$ cat config.mk
export PLATFORM = sky130hd
export DESIGN_NAME = morse_rx
export DESIGN_NICKNAME = d
export VERILOG_FILES = /design/src/rtl/morse_pkg.sv /design/src/rtl/morse_unit_timer.sv /design/src/rtl/morse_rx.sv
export SDC_FILE = /design/constraint.sdc
export NUM_CORES = 1
export LEC_CHECK = 0
export BUFFER_PORTS_ARGS = -buffer_cell sky130_fd_sc_hd__buf_2
export CORE_AREA = 2 2 74 76
export CTS_BUF_LIST = sky130_fd_sc_hd__clkbuf_4 sky130_fd_sc_hd__clkbuf_8 sky130_fd_sc_hd__clkbuf_16
export DETAILED_ROUTE_END_ITERATION = 8
export DIE_AREA = 0 0 76 78
export PLACE_DENSITY = 0.77
export RECOVER_POWER = 50
export SYNTH_ARGS = -nofsm -noshare
export SYNTH_HDL_FRONTEND = slang
export SYNTH_SLANG_ARGS = --single-unit
$ cat constraint.sdc
create_clock -name CLK -period 2.9 [get_ports CLK]
set_clock_uncertainty 0.1 [all_clocks]
set_input_delay 0.435 -clock CLK [delete_from_list [all_inputs] [get_ports CLK]]
set_output_delay 0.435 -clock CLK [all_outputs]
set_load 0.03 [all_outputs]
$ cat src/rtl/morse_pkg.sv
// rtl/morse_pkg.sv - shared constants, state encoding and symbol type for the Morse receiver
package morse_pkg;

    // Mark lengths above this many units are dashes.
    localparam int DOT_MAX_UNITS  = 1;
    // Space length that closes a character.
    localparam int CHAR_GAP_UNITS = 2;
    // Space length that closes a word.
    localparam int WORD_GAP_UNITS = 5;
    // Elements kept per character; sized to match the 6-bit symbol field.
    localparam int MAX_ELEMS      = 6;

    // Width of the saturating run-length counter.
    localparam int RUN_W = 3;

    typedef enum logic [1:0] {
        IDLE,
        IN_CHAR,
        AFTER_CHAR
    } morse_state_t;

    typedef struct packed {
        logic [2:0] len;
        logic [5:0] bits;
        logic       err;
    } morse_sym_t;

    // A mark measured in units is a dash when it is longer than a dot.
    function automatic logic is_dash(input logic [RUN_W-1:0] units);
        return units > RUN_W'(DOT_MAX_UNITS);
    endfunction

endpackage

$ cat src/rtl/morse_unit_timer.sv
// rtl/morse_unit_timer.sv - input synchronizer, edge detect and unit-quantized run-length timer
//
// Ports:
//   clk, rst_n   : clock and asynchronous active-low reset
//   pin_rx       : raw asynchronous Morse input (1 = mark)
//   rx_s         : synchronized input level
//   rise, fall   : one-cycle pulses in the first cycle rx_s shows the new level
//   tick         : one-cycle pulse at the end of every full unit within a run
//   run_units    : completed units in the current run, saturating at 7;
//                  on an edge cycle it still holds the length of the run just ended
module morse_unit_timer
    import morse_pkg::*;
#(
    parameter int UNIT_CYCLES = 2_000_000
) (
    input  logic             clk,
    input  logic             rst_n,
    input  logic             pin_rx,
    output logic             rx_s,
    output logic             rise,
    output logic             fall,
    output logic             tick,
    output logic [RUN_W-1:0] run_units
);

    localparam int CW = (UNIT_CYCLES > 2) ? $clog2(UNIT_CYCLES) : 1;
    localparam logic [CW-1:0]    TERM    = CW'(UNIT_CYCLES - 1);
    localparam logic [RUN_W-1:0] RUN_SAT = '1;

    logic          sync1;
    logic          rx_d;
    logic          rx_edge;
    logic [CW-1:0] cyc_cnt;
    logic [CW-1:0] cnt_eff;

    assign rise    = rx_s & ~rx_d;
    assign fall    = ~rx_s & rx_d;
    assign rx_edge = rise | fall;

    // The edge cycle is counted as cycle 0 of the new run, so a run of
    // D cycles produces exactly floor(D / UNIT_CYCLES) ticks before it ends.
    always_comb begin
        cnt_eff = rx_edge ? '0 : cyc_cnt;
        tick    = (cnt_eff == TERM);
    end

    always_ff @(posedge clk or negedge rst_n) begin
        if (!rst_n) begin
            sync1     <= 1'b0;
            rx_s      <= 1'b0;
            rx_d      <= 1'b0;
            cyc_cnt   <= '0;
            run_units <= '0;
        end else begin
            sync1 <= pin_rx;
            rx_s  <= sync1;
            rx_d  <= rx_s;

            cyc_cnt <= tick ? '0 : cnt_eff + 1'b1;

            if (rx_edge) begin
                run_units <= '0;
            end else if (tick && run_units != RUN_SAT) begin
                run_units <= run_units + 1'b1;
            end
        end
    end

endmodule

$ cat src/rtl/morse_rx.sv
// rtl/morse_rx.sv - Morse receiver: classifies marks, assembles characters, one-deep output register
//
// Ports:
//   CLK, RST_N : clock and asynchronous active-low reset
//   PIN_RX     : asynchronous Morse input, high = mark
//   sym_valid  : character held in the output register
//   sym_ready  : consumer accepts the held character
//   sym_len    : element count of the held character (1..6)
//   sym_bits   : element i at bit i, 1 = dash, unused bits 0
//   sym_err    : character had more elements than fit; first six kept
//   word_gap   : one-cycle pulse when a word gap is seen
//   overflow   : sticky, a character completed while the register was full
module morse_rx
    import morse_pkg::*;
#(
    parameter int UNIT_CYCLES = 2_000_000,
    parameter int MAX_ELEMS   = 6
) (
    input  logic       CLK,
    input  logic       RST_N,
    input  logic       PIN_RX,
    output logic       sym_valid,
    input  logic       sym_ready,
    output logic [2:0] sym_len,
    output logic [5:0] sym_bits,
    output logic       sym_err,
    output logic       word_gap,
    output logic       overflow
);

    localparam logic [2:0]       ELEM_FULL   = 3'(MAX_ELEMS);
    localparam logic [RUN_W-1:0] CHAR_BEFORE = RUN_W'(CHAR_GAP_UNITS - 1);
    localparam logic [RUN_W-1:0] WORD_BEFORE = RUN_W'(WORD_GAP_UNITS - 1);

    logic             rx_s;
    logic             rise;
    logic             fall;
    logic             tick;
    logic [RUN_W-1:0] run_units;

    // Classification happens on the falling edge alone; the rising edge
    // carries no information the FSM needs.
    logic unused_rise;
    assign unused_rise = rise;

    morse_unit_timer #(
        .UNIT_CYCLES(UNIT_CYCLES)
    ) u_timer (
        .clk      (CLK),
        .rst_n    (RST_N),
        .pin_rx   (PIN_RX),
        .rx_s     (rx_s),
        .rise     (rise),
        .fall     (fall),
        .tick     (tick),
        .run_units(run_units)
    );

    morse_state_t state;
    logic [2:0]   elem_cnt;
    logic [5:0]   elem_bits;
    logic         err_pend;
    morse_sym_t   hold_q;
    morse_sym_t   char_d;

    logic valid_mark;
    logic space_tick;
    logic can_load;

    always_comb begin
        char_d.len  = elem_cnt;
        char_d.bits = elem_bits;
        char_d.err  = err_pend;
    end

    // A mark too short to reach one unit is a glitch and leaves the
    // element buffer and state alone; the timer already restarted the
    // space measurement at the glitch edges.
    assign valid_mark = fall && (run_units != '0);
    assign space_tick = tick && !rx_s;
    // Loading is allowed when the register is empty or being drained now.
    assign can_load   = !sym_valid || sym_ready;

    assign sym_len  = hold_q.len;
    assign sym_bits = hold_q.bits;
    assign sym_err  = hold_q.err;

    always_ff @(posedge CLK or negedge RST_N) begin
        if (!RST_N) begin
            state     <= IDLE;
            elem_cnt  <= '0;
            elem_bits <= '0;
            err_pend  <= 1'b0;
            hold_q    <= '0;
            sym_valid <= 1'b0;
            word_gap  <= 1'b0;
            overflow  <= 1'b0;
        end else begin
            word_gap <= 1'b0;

            if (sym_valid && sym_ready) begin
                sym_valid <= 1'b0;
            end

            if (valid_mark) begin
                if (elem_cnt == ELEM_FULL) begin
                    err_pend <= 1'b1;
                end else begin
                    elem_bits[elem_cnt] <= is_dash(run_units);
                    elem_cnt            <= elem_cnt + 1'b1;
                end
                state <= IN_CHAR;
            end else if (space_tick) begin
                case (state)
                    IN_CHAR: begin
                        if (run_units == CHAR_BEFORE && elem_cnt != '0) begin
                            // A load here overrides the drain above, so a
                            // same-cycle accept keeps sym_valid high.
                            if (can_load) begin
                                hold_q    <= char_d;
                                sym_valid <= 1'b1;
                            end else begin
                                overflow <= 1'b1;
                            end
                            elem_cnt  <= '0;
                            elem_bits <= '0;
                            err_pend  <= 1'b0;
                            state     <= AFTER_CHAR;
                        end
                    end
                    AFTER_CHAR: begin
                        if (run_units == WORD_BEFORE) begin
                            word_gap <= 1'b1;
                            state    <= IDLE;
                        end
                    end
                    default: begin
                    end
                endcase
            end
        end
    end

endmodule

== Word-level counts from Yosys, hierarchy flattened ==
Cells that the tools add are included.

* Register bits: 52
* Latch bits: 0
* RAM bits: 0
* Bits in read-only memories: 0
* Input bits: 4
* Logic and storage cells: 97
* Memories: 0

* $add $sub $neg: 3
* Multipliers: 0
* Div/mod/pow operators: 0
* Magnitude comparators: 3
* Equal/unequal tests: 11
* Shift operators: 0
* Muxes and demuxes: 37
* Bitwise operators: 7
* Reduce and logical (&&, ||, !) cells: 21

{| class="wikitable"
|+ Operators with widths
! cell !! count
|-
| two-way mux 21 bit || 2
|-
| two-way mux 6 bit || 5
|-
| adder 21 x 1 -> 21 bit, second input constant || 1
|-
| == test 21 bit, second input constant || 1
|-
| two-way mux 3 bit || 7
|-
| two-way mux 1 bit || 16
|-
| AND reduction 4 bit || 3
|-
| AND reduction 5 bit || 2
|-
| inequality test 3 bit, second input constant || 3
|-
| nonzero test 3 bit || 3
|-
| two-way mux 2 bit || 4
|-
| nonzero test 2 bit || 4
|-
| adder 3 x 1 -> 3 bit, second input constant || 2
|-
| bitwise mux 6 bit || 1
|-
| == test 3 bit, second input constant || 2
|-
| logical AND 1 bit || 6
|-
| less-than comparator 3 x 4 -> 1 bit, second input constant || 1
|-
| inverter 1 bit || 4
|-
| one-hot mux 2 bit (2 select lines) || 1
|-
| demux 1 bit (select 3 bit) || 1
|-
| == test 3 x 1 -> 1 bit, second input constant || 1
|-
| greater-or-equal comparator 3 x 1 -> 1 bit, second input constant || 1
|-
| greater-than comparator 3 x 1 -> 1 bit, second input constant || 1
|-
| AND 1 bit || 2
|-
| other kinds (7) || 8
|}

== Longest topological paths before layout ==
* Depth in word-level cells: 8
* Mapped depth: 12

== Modules after synthesis ==
A second synthesis with hierarchy kept.

* Cells, all modules: 255
* Area, all modules: 2667.6 um2

{| class="wikitable"
|+ By module, submodules not included
! module !! times used !! cells each !! area an instance (um2)
|-
| morse_unit_timer || 1 || 154 || 1463.9
|-
| morse_rx || 1 || 101 || 1203.7
|}

== Worst setup path after synthesis ==
No wires, ideal clock.

* Kind: reg-to-reg
* From: reg u_timer.rx_s
* To: reg hold_q (netlist bit sym_bits[0])
* Setup time: 0.125 ns
* Arrival: 2.940 ns
* Required time: 2.675 ns
* Setup slack: -0.266 ns
* Cell stages (with the launch flop): 13
* Cell sequence: dfrtp_1 > inv_1 > ha_1 > buf_2 > buf_1 > and2_1 > ha_1 > and3_1 > clkbuf_1 > nand4_1 > or4b_4 > buf_6 > mux2_4

* Longest elaborated chain between the ends: 7

{| class="wikitable"
|+ RTL lines
! element !! line !! text
|-
| from (decl) || morse_unit_timer.sv:19 || <nowiki>output logic rx_s,</nowiki>
|-
| from (signal assigned) || morse_unit_timer.sv:56 || <nowiki>rx_s <= sync1;</nowiki>
|-
| inverter 1 bit || morse_unit_timer.sv:37 || <nowiki>assign fall = ~rx_s & rx_d;</nowiki>
|-
| AND 1 bit || morse_unit_timer.sv:37 ||
|-
| bitwise OR 1 bit || morse_unit_timer.sv:38 || <nowiki>assign rx_edge = rise | fall;</nowiki>
|-
| two-way mux 21 bit || morse_unit_timer.sv:43 || <nowiki>cnt_eff = rx_edge ? '0 : cyc_cnt;</nowiki>
|-
| == test 21 bit || morse_unit_timer.sv:44 || <nowiki>tick = (cnt_eff == TERM);</nowiki>
|-
| logical AND 1 bit || morse_rx.sv:80 || <nowiki>assign space_tick = tick && !rx_s;</nowiki>
|-
| AND reduction 5 bit (no line) (*) || -- ||
|-
| to (signal assigned) || morse_rx.sv:120 || <nowiki>hold_q <= char_d;</nowiki>
|-
| to (decl) || morse_rx.sv:63 || <nowiki>morse_sym_t hold_q;</nowiki>
|}

Every way passes the cells marked *; elsewhere a longest branch is shown, timed or not.
A chain may end at the register's enable or synchronous reset.

== Final worst setup path ==
* From: reg u_timer.rx_s
* To: reg hold_q (netlist bit sym_len[1])

The elaborated chain is that of the path after synthesis.

==> impl_metrics.prom <==
# TYPE chip_impl_metric gauge
chip_impl_info{name="highest_utilization_routing_layer_at_the_global_route_stage",value="met2"} 1
chip_impl_metric{name="vdd_drop_max",unit="V"} 0.000299
chip_impl_metric{name="io-pin-count",unit=""} 17
chip_impl_metric{name="worst-endpoint-arrival",unit="ns"} 2.80
chip_impl_metric{name="ys_ff_latch",unit=""} 52
chip_impl_info{name="crit_path_cell_trace",value="inv_1 > ha_4 > nand2_1 > inv_1 > ha_2 > and3_1 > nand4_1 > or4b_4 > mux2_4"} 1
chip_impl_metric{name="report.final.setup_viol",unit=""} 0
chip_impl_metric{name="diodes",unit=""} 0
chip_impl_info{name="worstReg2RegStart",value="u_timer.rx_s"} 1
chip_impl_metric{name="numCtsBuffers",unit=""} 5
chip_impl_metric{name="cts.clk_slew.worst_paths",unit="ns"} 0.09
chip_impl_metric{name="max_freq",unit="MHz"} 369
chip_impl_metric{name="global_route.usage.met1",unit="%"} 22.1
chip_impl_metric{name="port_buffers",unit=""} 16
chip_impl_metric{name="clk-insertion-delay-late",unit="ns"} 0.30
chip_impl_metric{name="routed_via_density",unit=""} 5.76
chip_impl_info{name="cts.root.buffer_cell",value="sky130_fd_sc_hd__clkbuf_8"} 1
chip_impl_metric{name="layout.core_utilization",unit="%"} 58.3
chip_impl_info{name="timing_worst_setup_path_type",value="flop to flop"} 1
chip_impl_metric{name="die-area",unit="sq mm"} 0.00593
chip_impl_metric{name="ant_nets",unit=""} 0
chip_impl_metric{name="synthesis.area_per_instance",unit="sq um"} 10.4
chip_impl_metric{name="power.leakage",unit="uW"} 0.00131
chip_impl_metric{name="worst_tran_pin_value",unit="ns"} 1.23
chip_impl_metric{name="fillers",unit=""} 447
chip_impl_metric{name="floorplan.rows",unit=""} 26
chip_impl_metric{name="floorplan.core_area",unit="sq mm"} 0.00504
chip_impl_metric{name="critPathRequiredTime",unit="ns"} 2.99
chip_impl_metric{name="grt_pass1_vias",unit=""} 1949
chip_impl_metric{name="pre_cts_ws",unit="ns"} 0.121
chip_impl_metric{name="fin_setup_tns",unit="ns"} 0
chip_impl_metric{name="hold_viol",unit=""} 0
chip_impl_metric{name="start_util",unit="%"} 52.6
chip_impl_metric{name="antenna_found_initial",unit=""} 0
chip_impl_metric{name="report.power.total",unit="uW"} 1210
chip_impl_metric{name="groute.usage.overall",unit="%"} 18.5
chip_impl_metric{name="synthesis.area",unit="sq mm"} 0.00265
chip_impl_metric{name="die_width",unit="microns"} 76
chip_impl_metric{name="clock_tree.buffer_depth",unit=""} 2
chip_impl_metric{name="syn2layout_area_growth",unit="%"} 10.7
chip_impl_info{name="tritoncts_clock_tree",value="built"} 1
chip_impl_metric{name="dr_total_vias",unit=""} 2003
chip_impl_metric{name="period_minus_slack",unit="ns"} 2.71
chip_impl_metric{name="timing.slew.headroom",unit="%"} 17.9
chip_impl_metric{name="worstRegToRegCells",unit=""} 9
chip_impl_metric{name="timing.critical_path.slowest_cell_delay",unit="ns"} 0.65
chip_impl_metric{name="die_h",unit="microns"} 78
chip_impl_metric{name="report.final.slew_viol_count",unit=""} 0
chip_impl_metric{name="routed_wire_length_per_instance",unit="microns"} 14.8
chip_impl_metric{name="netlist_instances",unit=""} 255
chip_impl_metric{name="initialDrtViolationCount",unit=""} 98
chip_impl_info{name="rsz0062_at_grt",value="false"} 1
chip_impl_info{name="critPathCapture",value="sym_len[1]"} 1
chip_impl_metric{name="final_critical_path_setup_slack",unit="ns"} 0.192
chip_impl_info{name="end_kind",value="flop"} 1
chip_impl_metric{name="yosys_warns",unit=""} 0
chip_impl_metric{name="post_route_cells_drive_above_1_share",unit="%"} 17.3
chip_impl_info{name="startpoint_type",value="flop"} 1
chip_impl_metric{name="synth-edff-count",unit=""} 0
chip_impl_metric{name="number_of_nets_in_the_layout",unit=""} 291
chip_impl_metric{name="seq_area_frac_synth",unit="%"} 49.0
chip_impl_metric{name="powerDensity",unit="mW/mm^2"} 413
chip_impl_info{name="min_path_type",value="input pin to flop"} 1
chip_impl_info{name="run_status",value="finished clean"} 1
chip_impl_metric{name="final_min_period_over_clock_period",unit="%"} 93.4
chip_impl_metric{name="grt_met2_usage",unit="%"} 33.4
chip_impl_metric{name="totalWireLength",unit="microns"} 5150
chip_impl_info{name="most_used_dff_post_synth",value="sky130_fd_sc_hd__dfrtp_1"} 1
chip_impl_metric{name="global_placement_routability_congestion",unit=""} 0.843
chip_impl_info{name="cp_common_cell",value="sky130_fd_sc_hd__inv_1"} 1
chip_impl_metric{name="rrSetupSlack",unit="ns"} 0.19
chip_impl_info{name="r2r-end",value="sym_len[1]"} 1
chip_impl_metric{name="dp_hpwl",unit="microns"} 3670
chip_impl_metric{name="wire_length_of_the_first_global_routing_pass",unit="microns"} 8940
chip_impl_metric{name="clkSinkCount",unit=""} 52
chip_impl_metric{name="grtUsageMet3",unit="%"} 3.72
chip_impl_metric{name="grt_start_max_net_pins",unit=""} 53
chip_impl_metric{name="remaining_overflow_grt",unit=""} 0
chip_impl_metric{name="asyncSetResetFlopFracSynth",unit="%"} 100
chip_impl_info{name="worst_path_slowest_cell",value="sky130_fd_sc_hd__or4b_4"} 1
chip_impl_metric{name="count_of_unique_library_cells_instantiated_by_yosys",unit=""} 46
chip_impl_metric{name="post_synthesis_net_count",unit=""} 268
chip_impl_metric{name="max_cap_violations",unit=""} 0
chip_impl_metric{name="post-route-drc-count",unit=""} 0
chip_impl_metric{name="worst-path-max-fanout",unit=""} 9
chip_impl_info{name="worst_setup_startpoint",value="u_timer.rx_s"} 1
chip_impl_metric{name="firstDrtPassIters",unit=""} 4
chip_impl_metric{name="clock_tree.htree_level_count",unit=""} 2
metrics by stage:
step / hold slack [ns] / cells / cell area (sq um)
floorplan: 0.0394 / 255 / 2680
global placement: 0.253 / 339 / 2840
detailed placement: 0.253 / 339 / 2840
CTS: 0.127 / 346 / 2920
global route: 0.117 / 348 / 2940
finish: 0.135 / 348 / 2940
sequential cells by signal (all words and copies together) (netlist names):
signal and count:
u_timer.cyc_cnt 21, elem_bits 6, sym_bits 6, elem_cnt 3, sym_len 3, u_timer.run_units 3
state 2, err_pend 1, overflow 1, sym_err 1, sym_valid 1, u_timer.rx_d 1
u_timer.rx_s 1, u_timer.sync1 1, word_gap 1
timing repair:
action                     in CTS  in global routing
setup buffers                   0                  1
resized for setup               0                  1
setup endpoints to repair       0                 10
hold buffers                    0                  0
hold endpoints to repair        0                  0
area by class of cell:
type	instances	area (sq um)	share of cell area, %
Sequential cell	52	1300	44.3
Multi-Input combinational cell	180	1280	43.6
Timing Repair Buffer	23	126	4.30
Tap cell	70	87.6	2.98
Clock buffer	6	76.3	2.60
Inverter	16	60.1	2.04
Clock inverter	1	5.00	0.170
logic make-up after synthesis:
family / Yosys count / share of synthesized area [%]
simple gates: 103 / 22.1
flops: 52 / 49.0
compound gates: 41 / 9.67
buf+inv: 24 / 3.72
mux: 15 / 7.59
xor+xnor: 11 / 3.63
fa+ha+maj: 9 / 4.24
how the worst min path moves through the flow:
stage,startpoint,slack [ns],endpoint,depth (start not counted)
CTS,PIN_RX,0.13,u_timer.sync1,1
finish,PIN_RX,0.14,u_timer.sync1,1
global route,PIN_RX,0.12,u_timer.sync1,1
floorplan,RST_N,0.04,elem_bits[0],0
detailed placement,u_timer.sync1,0.25,u_timer.rx_s,0
global placement,u_timer.sync1,0.25,u_timer.rx_s,0
worst max-delay path, delay by kind of cell, from the launching register on:
kind | cells | cell delay (ns)
adder cells (fa/ha/maj) | 2 | 0.51
buffers and inverters | 2 | 0.16
flip-flops | 1 | 0.39
multiplexers | 1 | 0.33
AND/OR/NAND/NOR | 4 | 1.11
synthesized netlist by cell type (5+ instances only):
cell type                  count  area (sq um)
sky130_fd_sc_hd__a21oi_1      14          70.1
sky130_fd_sc_hd__nand2_1      18          67.6
sky130_fd_sc_hd__o31ai_1       6          45.0
sky130_fd_sc_hd__clkbuf_1      5          18.8
sky130_fd_sc_hd__o21ai_0       8          40.0
sky130_fd_sc_hd__or4_1         6          45.0
sky130_fd_sc_hd__mux2_4       10           150
sky130_fd_sc_hd__ha_1          9           113
sky130_fd_sc_hd__nand2b_1      5          31.3
sky130_fd_sc_hd__xnor2_1       7          61.3
sky130_fd_sc_hd__nor2_1       17          63.8
sky130_fd_sc_hd__or3_1         6          37.5
sky130_fd_sc_hd__dfrtp_1      52          1300
sky130_fd_sc_hd__nand4_1       7          43.8
sky130_fd_sc_hd__inv_1        16          60.1
sky130_fd_sc_hd__nand3_1      17          85.1
cell usage in the layout (no fill, tap or decap), types with 3 or more instances in the layout:
cell type,n
sky130_fd_sc_hd__xor2_1,4
sky130_fd_sc_hd__ha_1,7
sky130_fd_sc_hd__nand2_1,18
sky130_fd_sc_hd__nor4b_1,4
sky130_fd_sc_hd__nand3_1,17
sky130_fd_sc_hd__nor4_1,4
sky130_fd_sc_hd__or3_1,6
sky130_fd_sc_hd__o31ai_1,6
sky130_fd_sc_hd__nand2b_1,5
sky130_fd_sc_hd__nor2_1,17
sky130_fd_sc_hd__o211ai_1,3
sky130_fd_sc_hd__a21oi_1,14
sky130_fd_sc_hd__or4_1,6
sky130_fd_sc_hd__dfrtp_1,52
sky130_fd_sc_hd__and4_1,3
sky130_fd_sc_hd__xnor2_1,7
sky130_fd_sc_hd__o21ai_0,8
sky130_fd_sc_hd__nand4_1,7
sky130_fd_sc_hd__buf_2,13
sky130_fd_sc_hd__clkbuf_8,5
sky130_fd_sc_hd__clkbuf_1,3
sky130_fd_sc_hd__mux2_4,10
sky130_fd_sc_hd__buf_4,6
sky130_fd_sc_hd__mux2i_1,4
sky130_fd_sc_hd__inv_1,16
sky130_fd_sc_hd__or4b_4,3
where the power goes:
part	internal (uW)	total (uW)	switching (uW)
clock network	174	398	224
registers	738	751	13.7
logic	24.9	65.1	40.2
metal layers:
| layer | vias to the layer above | share of wire (%) |
|---|---|---|
| met2 | 38 | 51 |
| met3 | 8 | 3.7 |
| met1 | 988 | 44 |
| met5 | - | 0 |
| met4 | 0 | 1.4 |
| li1 | 969 | - |
Power figures use the tool's default switching activity.
